$ cat config.mk
export PLATFORM = sky130hd
export DESIGN_NAME = stream_demux_1_n
export DESIGN_NICKNAME = d
export VERILOG_FILES = /design/src/rtl/stream_pkg.sv /design/src/rtl/out_reg_slice.sv /design/src/rtl/stream_demux_1_n.sv
export SDC_FILE = /design/constraint.sdc
export NUM_CORES = 1
export LEC_CHECK = 0
export ABC_AREA = 0
export BUFFER_PORTS_ARGS = -buffer_cell sky130_fd_sc_hd__buf_2
export CORE_MARGIN = 3
export CORE_UTILIZATION = 39
export DETAILED_ROUTE_END_ITERATION = 8
export PLACE_DENSITY = 0.78
export RECOVER_POWER = 50
export SLEW_MARGIN = 15
export SYNTH_ARGS = -nofsm -noshare
export SYNTH_HDL_FRONTEND = slang
export SYNTH_SLANG_ARGS = --single-unit
$ cat constraint.sdc
create_clock -name clk -period 4.9 [get_ports clk]
set_input_delay 0.245 -clock clk [delete_from_list [all_inputs] [get_ports clk]]
set_output_delay 0.245 -clock clk [all_outputs]
set_load 0.01 [all_outputs]
$ cat src/rtl/stream_pkg.sv
// Shared types, default widths and the select-width helper for the stream demux.
package stream_pkg;

  localparam int unsigned DEF_DATA_W = 8;
  localparam int unsigned DEF_N_OUT  = 4;
  localparam int unsigned DEF_CNT_W  = 8;

  typedef enum logic [1:0] {
    IDLE = 2'd0,
    PKT  = 2'd1,
    DROP = 2'd2
  } demux_state_e;

  // A two-way demux still needs one select bit, so never return less than 1.
  function automatic int unsigned clog2_min1(input int unsigned n);
    if (n <= 32'd2) begin
      return 32'd1;
    end
    return $clog2(n);
  endfunction

endpackage

$ cat src/rtl/out_reg_slice.sv
// Single-entry valid/ready output register holding {data, last, dest}.
module out_reg_slice
  import stream_pkg::*;
#(
  parameter int unsigned DATA_W = DEF_DATA_W,
  parameter int unsigned N_OUT  = DEF_N_OUT,
  parameter int unsigned SEL_W  = clog2_min1(N_OUT)
) (
  input  logic              clk,
  input  logic              rst_n,
  input  logic              load,
  input  logic [DATA_W-1:0] in_data,
  input  logic              in_last,
  input  logic [SEL_W-1:0]  in_dest,
  input  logic [N_OUT-1:0]  out_ready,
  output logic              ready_c,
  output logic [N_OUT-1:0]  out_valid,
  output logic [DATA_W-1:0] out_data,
  output logic              out_last,
  output logic [SEL_W-1:0]  dest
);

  logic drain_c;

  // Valid is kept one-hot so only the selected channel's ready matters.
  assign drain_c = |(out_valid & out_ready);
  assign ready_c = ~|(out_valid & ~out_ready);

  always_ff @(posedge clk or negedge rst_n) begin
    if (!rst_n) begin
      out_valid <= '0;
      out_data  <= '0;
      out_last  <= 1'b0;
      dest      <= '0;
    end else if (load) begin
      out_valid <= N_OUT'(1) << in_dest;
      out_data  <= in_data;
      out_last  <= in_last;
      dest      <= in_dest;
    end else if (drain_c) begin
      out_valid <= '0;
    end
  end

endmodule

$ cat src/rtl/stream_demux_1_n.sv
// 1-to-N packet-locked stream demux with a registered output and invalid-select dropping.
module stream_demux_1_n
  import stream_pkg::*;
#(
  parameter int unsigned DATA_W = DEF_DATA_W,
  parameter int unsigned N_OUT  = DEF_N_OUT,
  parameter int unsigned SEL_W  = clog2_min1(N_OUT),
  parameter int unsigned CNT_W  = DEF_CNT_W
) (
  input  logic              clk,
  input  logic              rst_n,
  input  logic              in_valid,
  output logic              in_ready,
  input  logic [DATA_W-1:0] in_data,
  input  logic [SEL_W-1:0]  in_sel,
  input  logic              in_last,
  output logic [N_OUT-1:0]  out_valid,
  input  logic [N_OUT-1:0]  out_ready,
  output logic [DATA_W-1:0] out_data,
  output logic              out_last,
  output logic              err_sel,
  output logic [CNT_W-1:0]  drop_cnt
);

  demux_state_e     state;
  logic             slice_ready_c;
  logic             accept_c;
  logic             sel_ok_c;
  logic             load_c;
  logic [SEL_W-1:0] dest_r;
  logic [SEL_W-1:0] load_dest_c;

  assign in_ready    = (state == DROP) | slice_ready_c;
  assign accept_c    = in_valid & in_ready;
  assign sel_ok_c    = (32'(in_sel) < N_OUT);
  assign load_c      = accept_c & (((state == IDLE) & sel_ok_c) | (state == PKT));
  // Mid-packet beats follow the destination latched on the first beat.
  assign load_dest_c = (state == PKT) ? dest_r : in_sel;

  out_reg_slice #(
    .DATA_W (DATA_W),
    .N_OUT  (N_OUT),
    .SEL_W  (SEL_W)
  ) u_out_reg (
    .clk       (clk),
    .rst_n     (rst_n),
    .load      (load_c),
    .in_data   (in_data),
    .in_last   (in_last),
    .in_dest   (load_dest_c),
    .out_ready (out_ready),
    .ready_c   (slice_ready_c),
    .out_valid (out_valid),
    .out_data  (out_data),
    .out_last  (out_last),
    .dest      (dest_r)
  );

  // Packet framing FSM, drop pulse and saturating drop counter.
  always_ff @(posedge clk or negedge rst_n) begin
    if (!rst_n) begin
      state    <= IDLE;
      err_sel  <= 1'b0;
      drop_cnt <= '0;
    end else begin
      err_sel <= 1'b0;
      if (accept_c) begin
        case (state)
          IDLE: begin
            if (sel_ok_c) begin
              state <= in_last ? IDLE : PKT;
            end else begin
              err_sel <= 1'b1;
              if (drop_cnt != '1) begin
                drop_cnt <= drop_cnt + CNT_W'(1);
              end
              state <= in_last ? IDLE : DROP;
            end
          end
          PKT, DROP: begin
            if (in_last) begin
              state <= IDLE;
            end
          end
          default: state <= IDLE;
        endcase
      end
    end
  end

endmodule
==> out/metrics.csv, run 1 <==
stage,metric,value,unit
floorplanning,die_w,51.4,um
place,place.gp.congestion,0.702,
global_route,grt_max_degree,17,
worst_setup_path,path_cells,nor2b_4 -> a2111oi_4 -> buf_2,
logic_synthesis,postSynthCellCount,61,
sta,fin_ws,3.14,ns
logic_synthesis,synthAdderAreaFrac,0,
drt,routed_wirelength,1430,um
global_route,grt-ovfl-total,0,
worst_setup_path,worstSetupStartpointType,flop,
sta,post-route-period-util,0.359,
power_and_ir_drop,combPwrFrac,0.437,
global_route,grt_usage,0.113,
layout,finalCoreUtilization,0.531,
drt,wl_per_cell,11.9,um
layout,area_growth,21.7,%
job,cap_violations,0,
power_and_ir_drop,swShare,0.349,
outcome,status,"finished, final reports clean",
sta,slew_violations,0,
worst_setup_path,cp-end-kind,primary output,
drt,route.detailed.drc,0,
floorplanning,coreArea,1840,um^2
global_route,antenna_found_initial,0,
cts,cts_buffers,3,
cts,cts.clk_slew.worst_paths,0.10,ns
worst_setup_path,cp_max_fo,4,
floorplanning,die_height,51.4,um
logic_synthesis,yosysUniqueCellTypes,19,
logic_synthesis,syn_area_per_cell,13.2,um^2
logic_synthesis,synth_simple_gate_area_frac,0.0857,
floorplanning,rows,15,
power_and_ir_drop,p_seq_frac,0.410,
power_and_ir_drop,irDropWorstVdd,0.244,mV
power_and_ir_drop,total_power,571,uW
global_route,grt_pass1_vias,523,
layout,layout-drive-gt1-share,0.453,
sta,final.setup.tns,0,ns
cts,cts_root_buf,clkbuf_4,
cts,ctsLongestPathBuffers,2,
logic_synthesis,ys_seq_area_frac,0.498,
drt,viasPerCell,4.44,
cts,cts_tree,yes,
worst_setup_path,critPathKind,flop to primary output,
sta,period_needed,1.76,ns
layout,multi_input_area,350,um^2
min_path,hold_class,input port to flop,
floorplanning,io_pins,41,
power_and_ir_drop,p_int,372,uW
logic_synthesis,synthesis.area,803,um^2
cts,insertion_delay,0.29,ns
sta,slew_headroom,0.449,
cts,numClockSinks,16,
layout,seq_area,400,um^2
drt,final_antenna_net_count,0,
sta,finalHoldViolCount,0,
sta,fin_skew,0.00819,ns
floorplanning,start_util,0.437,
logic_synthesis,synth_mux_area_frac,0.210,
logic_synthesis,synthXorXnorAreaFrac,0,
worst_setup_path,path_buf_inv,1,
worst_setup_path,crit_slowest_cell,a2111oi_4,
layout,fillers,177,
layout,diodes,0,
worst_setup_path,required,4.66,ns
worst_setup_path,worst_ep_arrival_time,1.52,ns
logic_synthesis,yosys_register_bits,16,
drt,first_pass_iters,2,
logic_synthesis,synth_compound_area_frac,0.0981,
sta,worstMarginPinSlew,0.826,ns
logic_synthesis,synth_top_family_by_area,multiplexers,
power_and_ir_drop,powerDensity,584,nW/um^2
drt,vias,533,
layout,final_common_cell,buf_2,
worst_setup_path,slowest_delay,0.46,ns
cts,h-tree-depth,1,
worst_setup_path,crit_family,compound AO/OA/AOI/OAI gates,
global_route,grt_pass1_wl,2190,um
place,portBuffers,31,
sta,max_freq,568,MHz
layout,fin_nets,114,
place,pre_cts_slack,3.19,ns
floorplanning,die_area,2640,um^2
power_and_ir_drop,p_clk_frac,0.153,
power_and_ir_drop,p_leak,0.000484,uW
drt,initialDrtViolationCount,4,
logic_synthesis,ys_warn_count,0,
power_and_ir_drop,p_sw,199,uW
layout,final_cell_mix,"23 x buf_2, 16 x dfrtp_1, 9 x conb_1",
sta,setup_violations,0,
sta,rsz0062_at_grt,no,
Yosys cell counts:
master,number,share of area
a22o_1,1,0.011
a31oi_1,1,0.0078
nor2b_4,1,0.017
nand2b_1,2,0.016
nand2_1,5,0.023
nand2_4,1,0.014
buf_4,9,0.084
o31ai_1,1,0.0093
a2111oi_4,1,0.034
mux2_4,6,0.11
conb_1,1,0.0047
dfrtp_1,16,0.50
buf_6,1,0.014
a21oi_1,1,0.0062
a221oi_1,1,0.011
inv_1,1,0.0047
mux2_2,7,0.098
nor2b_1,2,0.016
o21ai_0,3,0.019
sequential cells by signal, summed over array words and instances (netlist names):
signal	flops
u_out_reg.out_data	8
u_out_reg.out_valid	4
u_out_reg.dest	2
state	1
u_out_reg.out_last	1
stage by stage:
stage | cells | hold WS (ns) | instance area, um^2
finish | 120 | 0.156 | 977
global route | 120 | 0.153 | 977
CTS | 120 | 0.154 | 987
detailed placement | 115 | 0.174 | 941
global placement | 115 | 0.171 | 941
floorplan | 69 | -0.0506 | 833
logic make-up after synthesis:
| kind of cell | Yosys count |
|---|---|
| flops | 16 |
| buf+inv | 11 |
| simple gates | 11 |
| other cells | 1 |
| compound gates | 9 |
| mux | 13 |
final cells by class:
cell class,count,area share
Clock buffer,4,0.0371
Inverter,1,0.00384
Multi-Input combinational cell,42,0.359
Sequential cell,16,0.410
Tap cell,25,0.0320
Timing Repair Buffer,32,0.159
layer usage:
| metal | up-vias | track usage | part of all wire |
|---|---|---|---|
| met1 | 242 | 0.127 | 0.40 |
| met3 | 0 | 0.0466 | 0.12 |
| met2 | 30 | 0.197 | 0.48 |
| li1 | 261 | - | - |
| met4 | 0 | 0.0262 | 0 |
| met5 | - | 0 | 0 |
timing repair:
action                                  4_1_cts  5_1_grt
endpoints found under the hold margin        16        0
setup buffers                                 0        0
hold buffers                                  1        0
resized for setup                             0        0
endpoints found under the setup margin        0        0
path summary, 6_finish.rpt:
| check | from | end | slack (ns) | cells past startpoint |
|---|---|---|---|---|
| max in group asynchronous | rst_n | u_out_reg.out_data[5]$_DFFE_PN0P_ | 3.82 | 2 |
| min reg2reg | u_out_reg.out_data[7]$_DFFE_PN0P_ | u_out_reg.out_data[7]$_DFFE_PN0P_ | 0.51 | 1 |
| max reg2reg | u_out_reg.out_valid[0]$_DFFE_PN0P_ | u_out_reg.dest[0]$_DFFE_PN0P_ | 3.20 | 4 |
| min in group asynchronous | rst_n | u_out_reg.out_last$_DFFE_PN0P_ | 0.56 | 2 |
| max | u_out_reg.out_valid[0]$_DFFE_PN0P_ | in_ready | 3.14 | 3 |
| min | in_last | state[0]$_DFFE_PN0P_ | 0.16 | 2 |
worst register-to-register path, stage by stage (launching register included):
cell and delay [ns]:
dfrtp_1 0.42, nor2b_4 0.14, a2111oi_4 0.46, nand2_4 0.22
mux2_4 0.35
power by group through the flow:
stage / registers (uW) / logic [uW] / clock network (uW)
final: 234 / 249 / 87.4
after global routing: 244 / 271 / 94.1
after CTS: 234 / 263 / 90.1
after detailed placement: 235 / 261 / 0
after global placement: 232 / 255 / 0
after floorplan: 255 / 163 / 0
(Power assumes the default switching activity.)
==> inputs of run 2 (changes only) <==
--- a/config.mk
+++ b/config.mk
@@ -5,12 +5,12 @@
 export SDC_FILE = /design/constraint.sdc
 export NUM_CORES = 1
 export LEC_CHECK = 0
-export ABC_AREA = 0
+export ABC_AREA = 1
 export BUFFER_PORTS_ARGS = -buffer_cell sky130_fd_sc_hd__buf_2
 export CORE_MARGIN = 3
 export CORE_UTILIZATION = 39
 export DETAILED_ROUTE_END_ITERATION = 8
-export PLACE_DENSITY = 0.78
+export PLACE_DENSITY = 0.8
 export RECOVER_POWER = 50
 export SLEW_MARGIN = 15
 export SYNTH_ARGS = -nofsm -noshare
==> constraint.sdc (replaced) <==
create_clock -name clk -period 1.6 [get_ports clk]
set_input_delay 0.08 -clock clk [delete_from_list [all_inputs] [get_ports clk]]
set_output_delay 0.08 -clock clk [all_outputs]
set_load 0.01 [all_outputs]
==> out/metrics.csv, run 2 <==
stage,metric,value,unit,change
place,pre_cts_slack,0.374,ns,was 3.19 ns
drt,vias,750,,was 533
power_and_ir_drop,swShare,0.451,,was 0.349
global_route,grt_usage,0.139,,was 0.113
logic_synthesis,yosysUniqueCellTypes,15,,was 19
floorplanning,start_util,0.418,,was 0.437
worst_setup_path,worstSetupEndpoint,in_ready,,unchanged
layout,regMostFlops,u_out_reg.out_data,,unchanged
worst_setup_path,worst_ep_arrival_time,1.40,ns,was 1.52 ns
logic_synthesis,synth-main-ff-cell,dfrtp_1,,unchanged
sta,final.setup.tns,0,ns,unchanged
logic_synthesis,syn_area_per_cell,7.97,um^2,was 13.2 um^2
sta,rsz0062_at_grt,no,,unchanged
worst_setup_path,critPathKind,flop to primary output,,unchanged
sta,worstMarginPinSlew,0.884,ns,was 0.826 ns
power_and_ir_drop,p_seq_frac,0.401,,was 0.410
sta,whs,0.0212,ns,was 0.156 ns
layout,layout-drive-gt1-share,0.226,,was 0.453
power_and_ir_drop,powerDensity,1820,nW/um^2,was 584 nW/um^2
power_and_ir_drop,p_sw,817,uW,was 199 uW
worst_setup_path,worstReg2RegEnd,u_out_reg.dest[1]$_DFFE_PN0P_,,was u_out_reg.dest[0]$_DFFE_PN0P_
cts,ctsLongestPathBuffers,2,,unchanged
worst_setup_path,worstSetupStartpointType,flop,,unchanged
logic_synthesis,postSynthCellCount,105,,was 61
cts,numClockSinks,16,,unchanged
cts,cts_tree,yes,,unchanged
layout,area_growth,18.8,%,was 21.7%
floorplanning,die_height,52.3,um,was 51.4 um
drt,wl_per_cell,11.0,um,was 11.9 um
worst_setup_path,cp_max_fo,9,,was 4
power_and_ir_drop,p_int,996,uW,was 372 uW
outcome,status,"finished, final reports clean",,unchanged
power_and_ir_drop,combPwrFrac,0.484,,was 0.437
layout,diodes,0,,unchanged
worst_setup_path,required,1.52,ns,was 4.66 ns
cts,cts_root_buf,clkbuf_4,,unchanged
logic_synthesis,synth_edf_count,0,,unchanged
worst_setup_path,r2r_cells,6,,was 4
sta,slew_violations,0,,unchanged
logic_synthesis,synth_area_leaders,"dfrtp_1 48%, nand2_1 18%, buf_4 9.0%, nand3_1 7.2%, o21ai_0 3.6%",,"was dfrtp_1 50%, mux2_4 11%, mux2_2 9.8%, buf_4 8.4%, a2111oi_4 3.4%"
global_route,grt_pass1_vias,663,,was 523
sta,period_needed,1.48,ns,
power_and_ir_drop,total_power,1810,uW,was 571 uW
drt,final_antenna_net_count,0,,unchanged
layout,top_regs,"u_out_reg.out_data (8), u_out_reg.out_valid (4), u_out_reg.dest (2)",,unchanged
logic_synthesis,synth_most_common_cell,nand2_1,,was dfrtp_1
sta,fin_ws,0.121,ns,was 3.14 ns
power_and_ir_drop,irDropWorstVdd,0.905,mV,was 0.244 mV
floorplanning,coreArea,2000,um^2,was 1840 um^2
logic_synthesis,synthArstFlopShare,1.00,,unchanged
sta,finalHoldViolCount,0,,unchanged
place,place.gp.congestion,0.685,,was 0.702
sta,max_freq,676,MHz,
worst_setup_path,startpoint,u_out_reg.out_valid[1]$_DFFE_PN0P_,,was u_out_reg.out_valid[0]$_DFFE_PN0P_
floorplanning,die_w,52.3,um,was 51.4 um
cts,cts_buffers,3,,unchanged
floorplanning,io_pins,41,,unchanged
place,dp_hpwl,1330,um,
worst_setup_path,rrSetupSlack,0.37,ns,was 3.20 ns
logic_synthesis,ys_warn_count,0,,unchanged
logic_synthesis,yosys_register_bits,16,,unchanged
job,cap_violations,0,,unchanged
global_route,grt_max_degree,19,,was 17
logic_synthesis,yosysTopAreaCellShare,0.478,,was 0.498
logic_synthesis,ys_top_cells_by_count,"41 x nand2_1, 16 x dfrtp_1, 12 x nand3_1",,"was 16 x dfrtp_1, 9 x buf_4, 7 x mux2_2"
global_route,grt_pass1_wl,2760,um,was 2190 um
sta,fin_skew,0.00681,ns,was 0.00819 ns
logic_synthesis,yosysTopAreaCell,dfrtp_1,,unchanged
power_and_ir_drop,p_clk_frac,0.115,,was 0.153
layout,final_common_cell,nand2_1,,was buf_2
worst_setup_path,r2r_start,u_out_reg.out_valid[1]$_DFFE_PN0P_,,was u_out_reg.out_valid[0]$_DFFE_PN0P_
cts,h-tree-depth,1,,unchanged
drt,viasPerCell,4.57,,was 4.44
logic_synthesis,ys_seq_area_frac,0.478,,was 0.498
layout,largest_reg_flops,8,,unchanged
worst_setup_path,cp-end-kind,primary output,,unchanged
drt,routed_wirelength,1800,um,was 1430 um
cts,insertion_delay,0.29,ns,about the same
logic_synthesis,synthesis.area,837,um^2,was 803 um^2
sta,post-route-period-util,0.925,,
power_and_ir_drop,p_leak,0.000579,uW,was 0.000484 uW
drt,initialDrtViolationCount,4,,unchanged
layout,final_cell_mix,"41 x nand2_1, 23 x buf_2, 16 x dfrtp_1",,"was 23 x buf_2, 16 x dfrtp_1, 9 x conb_1"
min_path,hold_class,input port to flop,,unchanged
global_route,grt-ovfl-total,0,,unchanged
layout,fin_nets,157,,was 114
cts,cts-resized-gates,0,,unchanged
cts,post-cts-setup-buffers,0,,unchanged
global_route,antenna_found_initial,0,,unchanged
drt,route.detailed.drc,0,,unchanged
drt,first_pass_iters,4,,was 2
sta,slew_headroom,0.411,,was 0.449
cts,cts.clk_slew.worst_paths,0.09,ns,was 0.10 ns
place,portBuffers,31,,unchanged
floorplanning,die_area,2740,um^2,was 2640 um^2
sta,setup_violations,0,,unchanged
layout,fillers,196,,was 177
floorplanning,rows,16,,was 15
## run 2: cell count changes after synthesis, sizes merged, moves of 2 or more
cell	delta
nand2	+37
nor2b	-3
nand4	+4
inv	+7
nand2b	-2
o21ai	+3
mux2	-13
nor2	+2
nand3	+13
buf	+2
## run 2: power by group through the flow
| stage | Sequential [uW] | Clock (uW) | Combinational [uW] |
|---|---|---|---|
| CTS | 723 | 217 | 907 |
| global route | 750 | 234 | 1010 |
| detailed placement | 731 | 0 | 902 |
| global placement | 719 | 0 | 877 |
| floorplan | 792 | 0 | 559 |
| finish | 726 | 209 | 877 |
## run 2: worst max-delay path: stages, from the launching register on
cell and delay, ns:
dfrtp_1 0.42, nand2_1 0.09, nand2_2 0.07, nor2_4 0.20, buf_4 0.20, buf_2 0.14
## run 2: layer usage
metal,up-vias,share of wire,GRT usage
met4,0,0.015,0.0681
met3,4,0.073,0.0598
met1,343,0.44,0.157
met2,23,0.47,0.223
li1,380,-,-
met5,-,0,0
## run 2: cell families after synthesis
family                 Yosys count  synth area share
AND/OR/NAND/NOR                 62             0.336
buffers and inverters           20             0.145
flip-flops                      16             0.478
AO/OA/AOI/OAI                    6            0.0359
other                            1           0.00448
## run 2: worst min path at each step
stage | start | end | slack, ns | cells past startpoint
after floorplan | rst_n | state[0]$_DFFE_PN0P_ | -0.22 | 0
after global placement | rst_n | u_out_reg.out_data[1]$_DFFE_PN0P_ | 0.007 | 1
after detailed placement | rst_n | u_out_reg.out_data[2]$_DFFE_PN0P_ | 0.02 | 1
after CTS | in_data[4] | u_out_reg.out_data[4]$_DFFE_PN0P_ | 0.02 | 3
after global routing | in_data[4] | u_out_reg.out_data[4]$_DFFE_PN0P_ | 0.02 | 3
final | in_data[4] | u_out_reg.out_data[4]$_DFFE_PN0P_ | 0.02 | 3
## run 2: layout make-up
type	count	area, um^2	area share
Inverter	8	30.0	0.0302
Tap cell	27	33.8	0.0340
Multi-Input combinational cell	77	345	0.347
Sequential cell	16	400	0.403
Timing Repair Buffer	33	163	0.164
Clock buffer	3	22.5	0.0226
## run 2: timing repair
item	in CTS	in global routing
hold buffers	1	0
hold endpoints to repair	16	0
endpoints found under the setup margin	0	0
## run 2: stage by stage
step	utilization	instances	cell area (um^2)
4_1_cts	0.502	164	1000
5_1_grt	0.497	164	995
3_5_place_dp	0.486	160	972
2_1_floorplan	-	113	867
3_3_place_gp	0.486	160	972
6_report	0.497	164	995
==> inputs of run 3 (changes only) <==
--- a/config.mk
+++ b/config.mk
@@ -10,6 +10,7 @@
 export CORE_MARGIN = 3
 export CORE_UTILIZATION = 39
 export DETAILED_ROUTE_END_ITERATION = 8
+export HOLD_SLACK_MARGIN = 0.08
 export PLACE_DENSITY = 0.8
 export RECOVER_POWER = 50
 export SLEW_MARGIN = 15
==> out/metrics.csv, run 3 (same netlist as run 2, synthesis figures left out) <==
stage,metric,value,unit,change
place,portBuffers,31,,unchanged
power_and_ir_drop,total_power,1840,uW,was 1810 uW
drt,routed_wirelength,2000,um,was 1800 um
sta,whs,0.0986,ns,was 0.0212 ns
sta,max_freq,672,MHz,was 676 MHz
power_and_ir_drop,swShare,0.451,,about the same
sta,setup_violations,0,,unchanged
cts,cts_hold_buf,9,,was 1
sta,post-route-period-util,0.930,,was 0.925
layout,largest_reg_flops,8,,unchanged
cts,ctsLongestPathBuffers,2,,unchanged
worst_setup_path,r2r_start,u_out_reg.out_valid[1]$_DFFE_PN0P_,,unchanged
worst_setup_path,required,1.52,ns,about the same
power_and_ir_drop,p_sw,829,uW,was 817 uW
layout,fin_nets,165,,was 157
power_and_ir_drop,p_int,1010,uW,was 996 uW
floorplanning,die_w,52.3,um,unchanged
layout,final_cell_mix,"41 x nand2_1, 23 x buf_2, 16 x dfrtp_1",,unchanged
sta,worstMarginPinSlew,0.860,ns,was 0.884 ns
power_and_ir_drop,p_leak,0.000612,uW,was 0.000579 uW
layout,layout-drive-gt1-share,0.214,,was 0.226
global_route,grt_usage,0.155,,was 0.139
floorplanning,io_pins,41,,unchanged
worst_setup_path,worstReg2RegEnd,u_out_reg.dest[0]$_DFFE_PN0P_,,was u_out_reg.dest[1]$_DFFE_PN0P_
floorplanning,coreArea,2000,um^2,unchanged
drt,vias,791,,was 750
power_and_ir_drop,p_clk_frac,0.112,,was 0.115
worst_setup_path,cp-end-kind,primary output,,unchanged
floorplanning,start_util,0.418,,unchanged
drt,viasPerCell,4.57,,about the same
cts,insertion_delay,0.29,ns,about the same
cts,cts_root_buf,clkbuf_4,,unchanged
cts,h-tree-depth,1,,unchanged
cts,post-cts-setup-buffers,0,,unchanged
place,place.gp.congestion,0.685,,unchanged
power_and_ir_drop,p_seq_frac,0.395,,was 0.401
worst_setup_path,startpoint,u_out_reg.out_valid[1]$_DFFE_PN0P_,,unchanged
worst_setup_path,worstSetupEndpoint,in_ready,,unchanged
floorplanning,rows,16,,unchanged
global_route,grt-ovfl-total,0,,unchanged
power_and_ir_drop,irDropWorstVdd,0.921,mV,was 0.905 mV
worst_setup_path,worstSetupStartpointType,flop,,unchanged
global_route,antenna_found_initial,0,,unchanged
drt,route.detailed.drc,0,,unchanged
outcome,status,"finished, final reports clean",,unchanged
sta,rsz0062_at_grt,no,,unchanged
drt,first_pass_iters,4,,unchanged
worst_setup_path,critPathKind,flop to primary output,,unchanged
layout,area_growth,28.7,%,was 18.8%
drt,initialDrtViolationCount,17,,was 4
drt,wl_per_cell,11.6,um,was 11.0 um
cts,cts.clk_slew.worst_paths,0.09,ns,about the same
cts,cts-resized-gates,0,,unchanged
worst_setup_path,worst_ep_arrival_time,1.41,ns,was 1.40 ns
sta,finalHoldViolCount,0,,unchanged
layout,final_common_cell,nand2_1,,unchanged
worst_setup_path,cp_max_fo,9,,unchanged
worst_setup_path,r2r_cells,6,,unchanged
sta,final.setup.tns,0,ns,unchanged
worst_setup_path,rrSetupSlack,0.35,ns,was 0.37 ns
job,cap_violations,0,,unchanged
sta,period_needed,1.49,ns,was 1.48 ns
global_route,grt_max_degree,19,,unchanged
sta,fin_skew,0.00843,ns,was 0.00681 ns
drt,final_antenna_net_count,0,,unchanged
sta,slew_headroom,0.426,,was 0.411
global_route,grt_pass1_vias,708,,was 663
floorplanning,die_height,52.3,um,unchanged
place,dp_hpwl,1330,um,unchanged
power_and_ir_drop,powerDensity,1710,nW/um^2,was 1820 nW/um^2
sta,slew_violations,0,,unchanged
min_path,hold_class,input port to flop,,unchanged
cts,cts_buffers,3,,unchanged
floorplanning,die_area,2740,um^2,unchanged
cts,numClockSinks,16,,unchanged
global_route,grt_pass1_wl,3030,um,was 2760 um
power_and_ir_drop,combPwrFrac,0.493,,was 0.484
layout,top_regs,"u_out_reg.out_data (8), u_out_reg.out_valid (4), u_out_reg.dest (2)",,unchanged
cts,cts_tree,yes,,unchanged
layout,regMostFlops,u_out_reg.out_data,,unchanged
run 3: changes by cell type in the layout (fill, tap and decap cells not counted):
cell | before | now
dlygate4sd3_1 | 1 | 9
diode_2 | 0 | 1
run 3: through the flow:
step | utilization | worst slack, ns | instances | cell area, um^2
after floorplan | - | 0.431 | 113 | 867
after global placement | 0.486 | 0.448 | 160 | 972
after detailed placement | 0.486 | 0.374 | 160 | 972
after CTS | 0.542 | 0.111 | 172 | 1080
after global routing | 0.537 | 0.0330 | 172 | 1070
final | 0.538 | 0.112 | 173 | 1080
run 3: layer usage:
| metal | global-route usage | share of wire | vias to the layer above |
|---|---|---|---|
| met4 | 0.0809 | 0.014 | 0 |
| met1 | 0.175 | 0.41 | 362 |
| met3 | 0.0541 | 0.077 | 4 |
| li1 | - | - | 395 |
| met5 | 0 | 0 | - |
| met2 | 0.254 | 0.50 | 30 |
run 3: cell type report:
type                    instances  area [um^2]
inverters                       8         30.0
multi-input cells              77          345
fillers                       187          925
flip-flops and latches         16          400
repair buffers                 41          243
clock buffers                   3         22.5
well taps                      27         33.8
diodes                          1         2.50
run 3: power by group through the flow:
stage               combinational, uW  sequential (uW)  clock (uW)
floorplan                         559              792           0
global placement                  877              719           0
detailed placement                902              731           0
CTS                               922              723         217
global route                     1020              750         231
finish                            905              726         206
run 3: how the worst min path moves through the flow:
stage / end / depth (start not counted) / slack [ns] / start
2_1_floorplan: state[0]$_DFFE_PN0P_ / 0 / -0.22 / rst_n
6_report: u_out_reg.out_last$_DFFE_PN0P_ / 3 / 0.1 / in_last
4_1_cts: u_out_reg.out_last$_DFFE_PN0P_ / 3 / 0.08 / in_last
3_3_place_gp: u_out_reg.out_data[1]$_DFFE_PN0P_ / 1 / 0.007 / rst_n
3_5_place_dp: u_out_reg.out_data[2]$_DFFE_PN0P_ / 1 / 0.02 / rst_n
5_1_grt: u_out_reg.out_last$_DFFE_PN0P_ / 3 / 0.11 / in_last
run 3: critical path, cell delays in order, from the launching register on:
cell,delay (ns)
dfrtp_1,0.42
nand2_1,0.09
nand2_2,0.07
nor2_4,0.20
buf_4,0.20
buf_2,0.14
